$ cat config.mk
export PLATFORM = sky130hd
export DESIGN_NAME = micro_sequencer
export DESIGN_NICKNAME = d
export VERILOG_FILES = /design/src/rtl/micro_sequencer_pkg.sv /design/src/rtl/micro_sequencer.sv
export SDC_FILE = /design/constraint.sdc
export NUM_CORES = 1
export LEC_CHECK = 0
export ABC_AREA = 1
export BUFFER_PORTS_ARGS = -buffer_cell sky130_fd_sc_hd__buf_2
export CAP_MARGIN = 25
export CORE_MARGIN = 1
export CORE_UTILIZATION = 40
export CTS_CLUSTER_DIAMETER = 80
export DETAILED_ROUTE_END_ITERATION = 7
export GPL_TIMING_DRIVEN = 0
export PLACE_DENSITY_LB_ADDON = 0.05
export SLEW_MARGIN = 15
export SYNTH_ARGS = -nofsm -noshare
export SYNTH_HDL_FRONTEND = slang
export SYNTH_SLANG_ARGS = --single-unit
export TNS_END_PERCENT = 10
$ cat constraint.sdc
create_clock -name clk -period 1.8 [get_ports clk]
set_input_delay 0.18 -clock clk [delete_from_list [all_inputs] [get_ports clk]]
set_output_delay 0.18 -clock clk [all_outputs]
set_load 0.02 [all_outputs]
$ cat src/rtl/micro_sequencer_pkg.sv
// Shared types for the CtrlPIM microprogram sequencer: FSM states, microword
// field layout and an unpack helper.
package useq_pkg;

  typedef enum logic [1:0] {IDLE, FETCH, LOAD, EXEC} state_e;

  localparam int END_BIT  = 31;
  localparam int JMP_BIT  = 30;
  localparam int REP_LSB  = 26;
  localparam int REP_W    = 4;
  localparam int TGT_LSB  = 16;
  localparam int TGT_W    = 10;
  localparam int CTRL_LSB = 0;
  localparam int CTRL_W   = 16;

  typedef struct packed {
    logic              is_end;
    logic              jump;
    logic [REP_W-1:0]  rep;
    logic [TGT_W-1:0]  target;
    logic [CTRL_W-1:0] ctrl;
  } uword_t;

  function automatic uword_t unpack_uword(input logic [31:0] w);
    uword_t u;
    u.is_end = w[END_BIT];
    u.jump   = w[JMP_BIT];
    u.rep    = w[REP_LSB +: REP_W];
    u.target = w[TGT_LSB +: TGT_W];
    u.ctrl   = w[CTRL_LSB +: CTRL_W];
    return u;
  endfunction

endpackage

$ cat src/rtl/micro_sequencer.sv
// Microprogram sequencer: walks an external synchronous microcode ROM from a
// dispatched entry address and issues control payloads over valid/ready.
module micro_sequencer
  import useq_pkg::*;
#(
  parameter int ADDR_W     = 16,
  parameter int UROM_DEPTH = 256,
  parameter int UWORD_W    = 32
) (
  input  logic               clk,
  input  logic               rst_n,
  input  logic               dispatch_valid,
  input  logic [ADDR_W-1:0]  dispatch_addr,
  output logic               dispatch_ready,
  output logic               urom_rd,
  output logic [ADDR_W-1:0]  urom_addr,
  input  logic [UWORD_W-1:0] urom_data,
  output logic               uop_valid,
  input  logic               uop_ready,
  output logic [15:0]        uop_ctrl,
  input  logic               abort,
  output logic               done,
  output logic               aborted,
  output logic               err
);

  localparam logic [ADDR_W:0] DEPTH_L = (ADDR_W+1)'(UROM_DEPTH);

  state_e             state_q;
  logic [ADDR_W-1:0]  upc_q;
  logic [UWORD_W-1:0] uword_q;
  logic [REP_W-1:0]   rep_cnt_q;
  logic               done_q, aborted_q, err_q;

  uword_t             uw, rom_uw;
  logic [ADDR_W:0]    upc_inc;
  logic [ADDR_W-1:0]  tgt, nxt_upc;
  logic               nxt_bad, disp_bad;

  assign uw      = unpack_uword(uword_q[31:0]);
  assign rom_uw  = unpack_uword(urom_data[31:0]);
  assign upc_inc = {1'b0, upc_q} + {{ADDR_W{1'b0}}, 1'b1};
  assign tgt     = {{(ADDR_W-TGT_W){1'b0}}, uw.target};
  assign nxt_upc = uw.jump ? tgt : upc_inc[ADDR_W-1:0];
  // A sequential step that carries out of ADDR_W is illegal even if it wraps low.
  assign nxt_bad  = (!uw.jump && upc_inc[ADDR_W]) || ({1'b0, nxt_upc} >= DEPTH_L);
  assign disp_bad = {1'b0, dispatch_addr} >= DEPTH_L;

  always_ff @(posedge clk or negedge rst_n) begin
    if (!rst_n) begin
      state_q   <= IDLE;
      upc_q     <= '0;
      uword_q   <= '0;
      rep_cnt_q <= '0;
      done_q    <= 1'b0;
      aborted_q <= 1'b0;
      err_q     <= 1'b0;
    end else begin
      done_q    <= 1'b0;
      aborted_q <= 1'b0;
      err_q     <= 1'b0;
      // abort outranks everything outside IDLE, including a same-cycle handshake
      if (abort && state_q != IDLE) begin
        aborted_q <= 1'b1;
        state_q   <= IDLE;
      end else begin
        case (state_q)
          IDLE: if (dispatch_valid) begin
            if (disp_bad) err_q <= 1'b1;
            else begin
              upc_q   <= dispatch_addr;
              state_q <= FETCH;
            end
          end
          FETCH: state_q <= LOAD;
          LOAD: begin
            uword_q   <= urom_data;
            rep_cnt_q <= rom_uw.rep;
            state_q   <= EXEC;
          end
          EXEC: if (uop_ready) begin
            if (rep_cnt_q != '0) rep_cnt_q <= rep_cnt_q - 1'b1;
            else if (uw.is_end) begin
              done_q  <= 1'b1;
              state_q <= IDLE;
            end else if (nxt_bad) begin
              err_q   <= 1'b1;
              state_q <= IDLE;
            end else begin
              upc_q   <= nxt_upc;
              state_q <= FETCH;
            end
          end
          default: state_q <= IDLE;
        endcase
      end
    end
  end

  assign dispatch_ready = (state_q == IDLE);
  assign urom_rd        = (state_q == FETCH);
  assign urom_addr      = upc_q;
  assign uop_valid      = (state_q == EXEC);
  assign uop_ctrl       = uw.ctrl;
  assign done           = done_q;
  assign aborted        = aborted_q;
  assign err            = err_q;

endmodule

==> impl_metrics.ini, run 1 <==
[run_status]
outcome = finished, violations left
violations = negative setup slack

[clock_tree]
cts-buffers-inserted = 5
cts-root-buf = clkbuf_8
cts_tree = yes
htree_levels = 2
cts_buffer_depth = 2
clock-sinks = 53
path_clk_slew_ns = 0.12
clock_latency_ns = 0.32

[timing]
fin_crit_ns = 1.98
post-route-period-util_pct = 110
rsz0062_at_grt = yes
skew_ns = 0.0110
worst_pin_slew_ns = 0.691
worst_slack_ns = -0.175
finalHoldViolCount = 0
fmax_ghz = 0.506
finalSetupViolCount = 17
maxSlewViolCount = 0
slew_headroom_pct = 53.9

[detailed_routing]
wirelength_um = 8440
postRouteAntennaNets = 0
first_pass_iters = 4
dr_total_vias = 3031
wl_per_cell_um = 13.8
drt_iter0_drc = 157
remaining_drc_errors = 0
vias_per_cell = 4.97

[pwr]
p_leak_nw = 2.12
power_mw = 6.80
powerDensity_mw_per_mm2 = 1630
ir_worst_vdd_mv = 0.672

[floorplanning]
coreArea_mm2 = 0.00773
die_area_mm2 = 0.00836
start_util_pct = 41.4
rows = 32
die-height_um = 91.5
fp.dieW_um = 91.5
boundaryPins = 91

[place]
place.gp.congestion = 0.809
hpwl_um = 6130
pre_cts_ws_ns = -0.334
dp_cells = 585
io_buffers = 90

[final_layout]
regArea_mm2 = 0.00134
area_growth_pct = 30.4
drive_above_1_share_pct = 43.1
final_common_cell = nand2_1
nNetsFinal = 567
fillCellCount = 772
n_antenna_cell = 0
multi_input_area_mm2 = 0.00169
layout_common_cells = nand2_1, buf_2, dfrtp_1
final_cells = 610
finalCoreUtilization_pct = 54.0

[worst_setup_path]
critPathBufInv = 1
crit_path_end_kind = flop
setup.worst_path.class = reg2reg
slowest_delay_ns = 0.43
path_cells = ha_4, nand2_4, nor2_4, nand3_2, nand2_1, nor2_2, nor2_4, nand2_2, nor2_4, nand3_2, nand2_4, nand3_4, buf_6, nand2_1, nand2_1
critPathSlowestCell = dfrtp_2
path_delay_family = simple AND/OR/NAND/NOR gates
startpoint_type = flop
cp_data_arrival_time_ns = 2.19
crit_fanout = 7
required_ns = 2.01

[grt]
gr-total-overflow = 0
antenna_found_initial = 0
grt_pass1_wl_um = 13800
grt_pass1_vias = 2787
grt.total_usage_pct = 21.1
grt_start_max_net_pins = 54

[synthesis]
avgSynthCellArea_um2 = 8.14
ys_ff_latch = 53
async_flop_share_pct = 100
synthDistinctLibCells = 29
synth_fp_nets = 453
ys_seq_area_share_pct = 41.4
synth-edff-count = 0
synth_flop_cell = dfrtp_1
yosysWarnings = 0
synth_area_mm2 = 0.00320
synth_cells = 393

[worst_hold_path]
hold_path.class = in2reg

[flow_run]
drv_cap = 0
## cells in the mapped netlist (all sizes together) (3+ instances only)
library cell / n / area share, %
or2: 3 / 0.59
nor4: 4 / 0.78
inv: 31 / 3.6
xnor2: 4 / 1.1
nor2: 35 / 5.4
dfrtp: 53 / 41
a21oi: 17 / 2.7
o21ai: 21 / 3.3
clkbuf: 10 / 1.2
nand4: 25 / 4.9
nand3: 25 / 4.5
ha: 7 / 2.7
o211ai: 3 / 0.70
nand2: 104 / 12
mux2: 26 / 9.1
buf: 20 / 4.7
## final timing paths
check                                               from                       end  slack [ns]  cells past startpoint
min in group asynchronous                          rst_n         uw[0]$_DFFE_PN0P_        0.44                      2
max in group asynchronous                          rst_n  urom_addr[8]$_DFFE_PN0P_        0.86                      2
worst max register to register  urom_addr[0]$_DFFE_PN0P_  urom_addr[8]$_DFFE_PN0P_       -0.18                     15
worst min-delay path                       urom_data[18]        uw[18]$_DFFE_PN0P_        0.07                      2
worst min register to register        uw[10]$_DFFE_PN0P_        uw[10]$_DFFE_PN0P_        0.52                      1
worst max-delay path            urom_addr[0]$_DFFE_PN0P_  urom_addr[8]$_DFFE_PN0P_       -0.18                     15
## routing by layer
layer	wire [um]	track usage [%]
met5	0	0
met1	3840	28.4
met4	108	4.76
met2	4070	35.6
met3	425	3.43
## through the flow
stage               area, um2  hold slack [ns]  TNS (ns)
global route             4170           0.0630     -4.99
CTS                      4050           0.0685     -2.35
global placement         3810            0.412    -10.48
floorplan                3240           -0.116     -1.31
finish                   4170           0.0734     -2.47
detailed placement       3820            0.278    -11.79
## state kept, by name, summed over array words and instances, names as in the netlist
signal,flops
aborted,1
state_q,2
urom_addr,16
rep_cnt_q,4
err,1
uw,28
done,1
## worst register-to-register path, cell delays in order, from the launching register on
cell	delay, ns
dfrtp_2	0.43
ha_4	0.18
nand2_4	0.06
nor2_4	0.17
nand3_2	0.08
nand2_1	0.08
nor2_2	0.05
nor2_4	0.10
nand2_2	0.07
nor2_4	0.08
nand3_2	0.09
nand2_4	0.10
nand3_4	0.11
buf_6	0.17
nand2_1	0.06
nand2_1	0.04
## kinds of logic (layout without fill, tap and decap cells)
group,count (synthesis),in the layout,share of synthesized area (%)
buffers and inverters,62,177,9.58
adder cells (fa/ha/maj),7,7,2.74
XOR/XNOR,4,4,1.09
flip-flops,53,53,41.4
AO/OA/AOI/OAI,44,44,7.35
multiplexers,26,26,9.15
AND/OR/NAND/NOR,197,197,28.7
## repair_timing
item	4_1_cts	5_1_grt
buffers inserted	10	5
cloned	1	0
pin swaps	3	3
hold buffers	1	0
setup endpoints to repair	50	48
resized for setup	22	31
hold endpoints to repair	53	0
## power breakdown
part	total (mW)	switching, mW	leakage [nW]	internal (mW)
logic	3.78	2.10	1.43	1.68
registers	2.28	0.503	0.634	1.77
clock network	0.749	0.458	0.0511	0.291
total	6.80	3.06	2.12	3.74
## area by class of cell
class / instances / area share (%)
inverter: 32 / 2.91
clock buffer: 5 / 1.65
multi-input combinational: 278 / 40.5
timing repair buffer: 107 / 14.1
sequential: 53 / 32.1
clock inverter: 3 / 0.810
tap: 102 / 3.06
buffer: 30 / 4.92
No activity file was read; power rests on OpenSTA's default activity.
==> run 2, diff against run 1 <==
--- a/config.mk
+++ b/config.mk
@@ -8,10 +8,13 @@
 export ABC_AREA = 1
 export BUFFER_PORTS_ARGS = -buffer_cell sky130_fd_sc_hd__buf_2
 export CAP_MARGIN = 25
+export CELL_PAD_IN_SITES_DETAIL_PLACEMENT = 1
+export CELL_PAD_IN_SITES_GLOBAL_PLACEMENT = 1
 export CORE_MARGIN = 1
-export CORE_UTILIZATION = 40
+export CORE_UTILIZATION = 34
 export CTS_CLUSTER_DIAMETER = 80
 export DETAILED_ROUTE_END_ITERATION = 7
+export GPL_ROUTABILITY_DRIVEN = 0
 export GPL_TIMING_DRIVEN = 0
 export PLACE_DENSITY_LB_ADDON = 0.05
 export SLEW_MARGIN = 15
==> run 2 against run 1 <==
Compared with the run above: power rose by 3.3%; via count rose by 3.3%; sequential share of layout area fell by 0.48 points; maximum frequency fell by 6.1%; first-iteration DRC count fell by 47%; the run still ends with negative setup slack left; critical path depth fell by 2; die area rose by 17%; final area rose by 1.4%; sequential power fell by 2%; core utilization fell by 8.0 points.
==> impl_metrics.ini, run 2 (same netlist as run 1, synthesis figures left out) <==
[run_status]
outcome = finished, violations left
violations = negative setup slack

[timing]
hold-worst-slack_ns = 0.0944
worst_slack_ns = -0.303
finalHoldViolCount = 0
slew_headroom_pct = 52.2
rsz0062_at_grt = yes
worst_pin_slew_ns = 0.717
maxSlewViolCount = 0
fmax_ghz = 0.475
fin_crit_ns = 2.10
skew_ns = 0.00486
post-route-period-util_pct = 117
finalSetupViolCount = 18

[clock_tree]
clock_latency_ns = 0.31
path_clk_slew_ns = 0.11
cts_buffer_depth = 2
cts-buffers-inserted = 5
clock-sinks = 53
cts_tree = yes
cts-root-buf = clkbuf_8
htree_levels = 2

[worst_setup_path]
critPathSlowestCell = dfrtp_2
path_cells = ha_4, nand2_2, nor2_4, nand4_1, nand3_2, nand2_1, nor2_1, nand3_2, nand2_4, nand3_4, clkbuf_16, nand2_1, nand2_1
slowest_delay_ns = 0.43
cpMostUsedCell = nand2_1
startpoint_type = flop
crit_path_end_kind = flop
setup.worst_path.class = reg2reg
crit_fanout = 8
cp_data_arrival_time_ns = 2.31
required_ns = 2.01

[detailed_routing]
wirelength_um = 9960
wl_per_cell_um = 15.9
postRouteAntennaNets = 0
remaining_drc_errors = 0
topRoutingLayerUsed = met4
drt_iter0_drc = 83
wl_met2_um = 5130
drt-met1-wl_um = 4320
vias_per_cell = 5.01
wl_met3_um = 379
dr_total_vias = 3130
first_pass_iters = 4

[grt]
grt.total_usage_pct = 20.7
grt_pass1_vias = 3248
grt_start_max_net_pins = 54
antenna_found_initial = 0
grt_pass1_wl_um = 15900
gr-total-overflow = 0

[floorplanning]
start_util_pct = 34.8
rows = 35
boundaryPins = 91
die_area_mm2 = 0.00980
fp.dieW_um = 99.0
coreArea_mm2 = 0.00920
die-height_um = 99.0

[pwr]
powerDensity_mw_per_mm2 = 1660
p_leak_nw = 2.16
ir_worst_vdd_mv = 0.719

[place]
hpwl_um = 7440
io_buffers = 90
pre_cts_ws_ns = -0.396

[final_layout]
drive_above_1_share_pct = 42.8
final_common_cell = nand2_1
area_growth_pct = 32.2
n_antenna_cell = 0
layout_common_cells = nand2_1, buf_2, dfrtp_1
nNetsFinal = 573
largest_reg_flops = 28

[flow_run]
drv_cap = 0

[worst_hold_path]
hold_path.class = in2reg
run 2: area by class of cell:
type | instances | area (um2)
clock buffers | 5 | 68.8
plain buffers | 30 | 214
inverters | 32 | 121
well taps | 111 | 139
flip-flops and latches | 53 | 1340
clock inverters | 3 | 28.8
repair buffers | 113 | 646
multi-input cells | 278 | 1680
fillers | 1160 | 4960
run 2: what timing repair did:
action                                  4_1_cts  5_1_grt
cloned                                        0        1
buffers inserted                             10       11
endpoints found under the setup margin       51       46
pin swaps                                     3        3
endpoints found under the hold margin        53        0
hold buffers                                  1        0
gates resized for setup                      19       30
run 2: path summary, 6_finish.rpt:
path	start	end	slack, ns	cells past startpoint
min in group asynchronous	rst_n	urom_addr[11]$_DFFE_PN0P_	0.45	2
worst min register to register	uw[25]$_DFFE_PN0P_	uw[25]$_DFFE_PN0P_	0.51	1
worst max register to register	urom_addr[1]$_DFFE_PN0P_	urom_addr[8]$_DFFE_PN0P_	-0.30	13
worst max-delay path	urom_addr[1]$_DFFE_PN0P_	urom_addr[8]$_DFFE_PN0P_	-0.30	13
max in group asynchronous	rst_n	urom_addr[8]$_DFFE_PN0P_	0.84	2
worst min-delay path	urom_data[4]	uw[4]$_DFFE_PN0P_	0.09	2
run 2: power breakdown:
group          leakage (nW)  internal, mW  switching (mW)
clock network        0.0506         0.293           0.451
registers             0.636          1.77           0.463
logic                  1.47          1.78            2.27
run 2: worst max-delay path, delay by kind of cell, from the launching register on:
family                   cells  cell delay [ns]
buffers and inverters        1             0.21
AND/OR/NAND/NOR             11             1.19
adder cells (fa/ha/maj)      1             0.16
flip-flops                   1             0.43
run 2: per-stage QoR:
stage | TNS, ns | power (mW) | cells | area [um2] | util [%]
finish | -3.82 | 7.03 | 625 | 4230 | 46.0
global route | -6.38 | 7.60 | 625 | 4230 | 46.0
CTS | -3.31 | 6.74 | 613 | 4050 | 44.0
detailed placement | -13.37 | 5.79 | 594 | 3830 | 41.6
global placement | -10.55 | 5.66 | 594 | 3820 | 41.6
floorplan | -1.31 | 4.71 | 393 | 3240 | -
run 2: routing by layer:
layer  track usage, %  vias up
met2             37.5       70
met4             5.40        0
met5                0        -
met1             25.5     1515
met3             3.26       13
li1                 -     1532
==> run 3, diff against run 2 <==
--- a/config.mk
+++ b/config.mk
@@ -8,10 +8,8 @@
 export ABC_AREA = 1
 export BUFFER_PORTS_ARGS = -buffer_cell sky130_fd_sc_hd__buf_2
 export CAP_MARGIN = 25
-export CELL_PAD_IN_SITES_DETAIL_PLACEMENT = 1
-export CELL_PAD_IN_SITES_GLOBAL_PLACEMENT = 1
 export CORE_MARGIN = 1
-export CORE_UTILIZATION = 34
+export CORE_UTILIZATION = 40
 export CTS_CLUSTER_DIAMETER = 80
 export DETAILED_ROUTE_END_ITERATION = 7
 export GPL_ROUTABILITY_DRIVEN = 0
==> run 3 against run 2 <==
Compared with the run above: the run still ends with negative setup slack left; non-clock buffer count shrank 2; maximum frequency grew 7.9%; global-route usage grew 0.18 points; clock skew grew 0.0084 ns; sequential power is essentially flat; hold slack lost 0.012 ns; core utilization grew 8.6 points; clock power shrank 2%; register-to-register slack gained 0.15 ns; critical path depth is the same; die area shrank 15%; largest power group unchanged.
==> impl_metrics.ini, run 3 (same netlist as run 1, synthesis figures left out) <==
[run_status]
outcome = finished, violations left
violations = negative setup slack

[worst_setup_path]
r2r_setup_slack_ns = -0.15
cp-startpoint = urom_addr[1]$_DFFE_PN0P_
path_delay_family = simple AND/OR/NAND/NOR gates
crit_path_end_kind = flop
crit_fanout = 7
timing.rr.end = urom_addr[3]$_DFFE_PN0P_
r2r_cells = 13
critPathSlowestCell = dfrtp_2
r2r_start = urom_addr[1]$_DFFE_PN0P_
cp_data_arrival_time_ns = 2.16
path_cells = ha_4, nand2_4, nor2_4, nand4_1, nand3_2, nand2_2, nor2_4, nand3_4, nand2_4, nand3_4, buf_4, nand2_1, nand2_1
slowest_delay_ns = 0.43
required_ns = 2.01
startpoint_type = flop
setup.worst_path.class = reg2reg
critPathBufInv = 1

[timing]
hold-worst-slack_ns = 0.0820
slew_headroom_pct = 54.2
finalHoldViolCount = 0
fin_crit_ns = 1.95
skew_ns = 0.0133
worst_slack_ns = -0.150
maxSlewViolCount = 0
worst_pin_slew_ns = 0.687
fmax_ghz = 0.513
setup_tns_ns = -2.08
post-route-period-util_pct = 108
rsz0062_at_grt = yes
finalSetupViolCount = 17

[final_layout]
drive_above_1_share_pct = 44.5
largest_reg_flops = 28
layout_common_cells = nand2_1, buf_2, dfrtp_1
nNetsFinal = 571
finalCoreUtilization_pct = 54.7
fin_area_mm2 = 0.00422
final_cells = 614
n_antenna_cell = 0
area_growth_pct = 32.0

[clock_tree]
clock-sinks = 53
htree_levels = 2
clock_latency_ns = 0.32
cts-buffers-inserted = 5
cts-root-buf = clkbuf_8
cts_tree = yes
cts_buffer_depth = 2
path_clk_slew_ns = 0.11

[flow_run]
drv_cap = 0

[floorplanning]
fp.dieW_um = 91.5
die_area_mm2 = 0.00836
boundaryPins = 91
rows = 32
coreArea_mm2 = 0.00773
die-height_um = 91.5
start_util_pct = 41.4

[worst_hold_path]
hold_path.class = in2reg
min_to = uw[9]$_DFFE_PN0P_
hold_start = urom_data[9]
hold_depth = 2

[place]
hpwl_um = 6160
placed_area_mm2 = 0.00382
io_buffers = 90
dp_cells = 585

[grt]
grt_pass1_wl_um = 13800
grt_pass1_vias = 2818
antenna_found_initial = 0
gr-total-overflow = 0
grt_start_max_net_pins = 54
grt.total_usage_pct = 20.9

[pwr]
p_leak_nw = 2.15
powerDensity_mw_per_mm2 = 1640
ir_worst_vdd_mv = 0.747

[detailed_routing]
postRouteAntennaNets = 0
wirelength_um = 8410
dr_total_vias = 2969
drt_iter0_drc = 191
remaining_drc_errors = 0
first_pass_iters = 4
wl_per_cell_um = 13.7
vias_per_cell = 4.84
run 3: cell types whose count changed in the layout (fill, tap and decap cells not counted), moves of 2 or more:
cell      delta
clkbuf_4     +2
buf_4        -3
nand2_2      +7
nand2_1      -8
run 3: layer usage:
layer / global-route usage (%) / wire, um / vias to the layer above
li1: - / - / 1529
met1: 28.9 / 3900 / 1353
met2: 34.0 / 4020 / 81
met5: 0 / 0 / -
met3: 3.60 / 429 / 6
met4: 4.76 / 60 / 0
run 3: what timing repair did:
action,in CTS,in global routing
hold buffers,1,0
pin swaps,5,7
setup buffers,13,6
gates resized for setup,23,37
cloned,1,0
endpoints found under the hold margin,53,0
setup endpoints to repair,50,49
run 3: final cells by class:
class                      count  area [um2]
buffer                        30         205
clock buffer                   5        68.8
clock inverter                 3        28.8
fill                         774        3500
inverter                      32         121
multi-input combinational    278        1720
sequential                    53        1340
tap                          102         128
timing repair buffer         111         617
run 3: stage by stage:
step / worst slack, ns / power, mW
floorplan: -0.131 / 4.71
global placement: -0.298 / 5.57
detailed placement: -0.336 / 5.66
CTS: -0.142 / 6.69
global route: -0.316 / 7.48
finish: -0.150 / 6.93
run 3: how the worst max path moves through the flow:
stage	endpoint	cells past startpoint
after detailed placement	urom_addr[9]$_DFFE_PN0P_	10
after global placement	urom_addr[9]$_DFFE_PN0P_	10
after global routing	urom_addr[3]$_DFFE_PN0P_	14
after CTS	urom_addr[5]$_DFFE_PN0P_	15
final	urom_addr[3]$_DFFE_PN0P_	13
after floorplan	urom_addr[2]$_DFFE_PN0P_	15
run 3: report_power, final:
group | switching, mW | total, mW | leakage, nW | internal, mW
combinational | 2.19 | 3.95 | 1.46 | 1.76
sequential | 0.476 | 2.25 | 0.636 | 1.77
clock | 0.440 | 0.732 | 0.0506 | 0.292
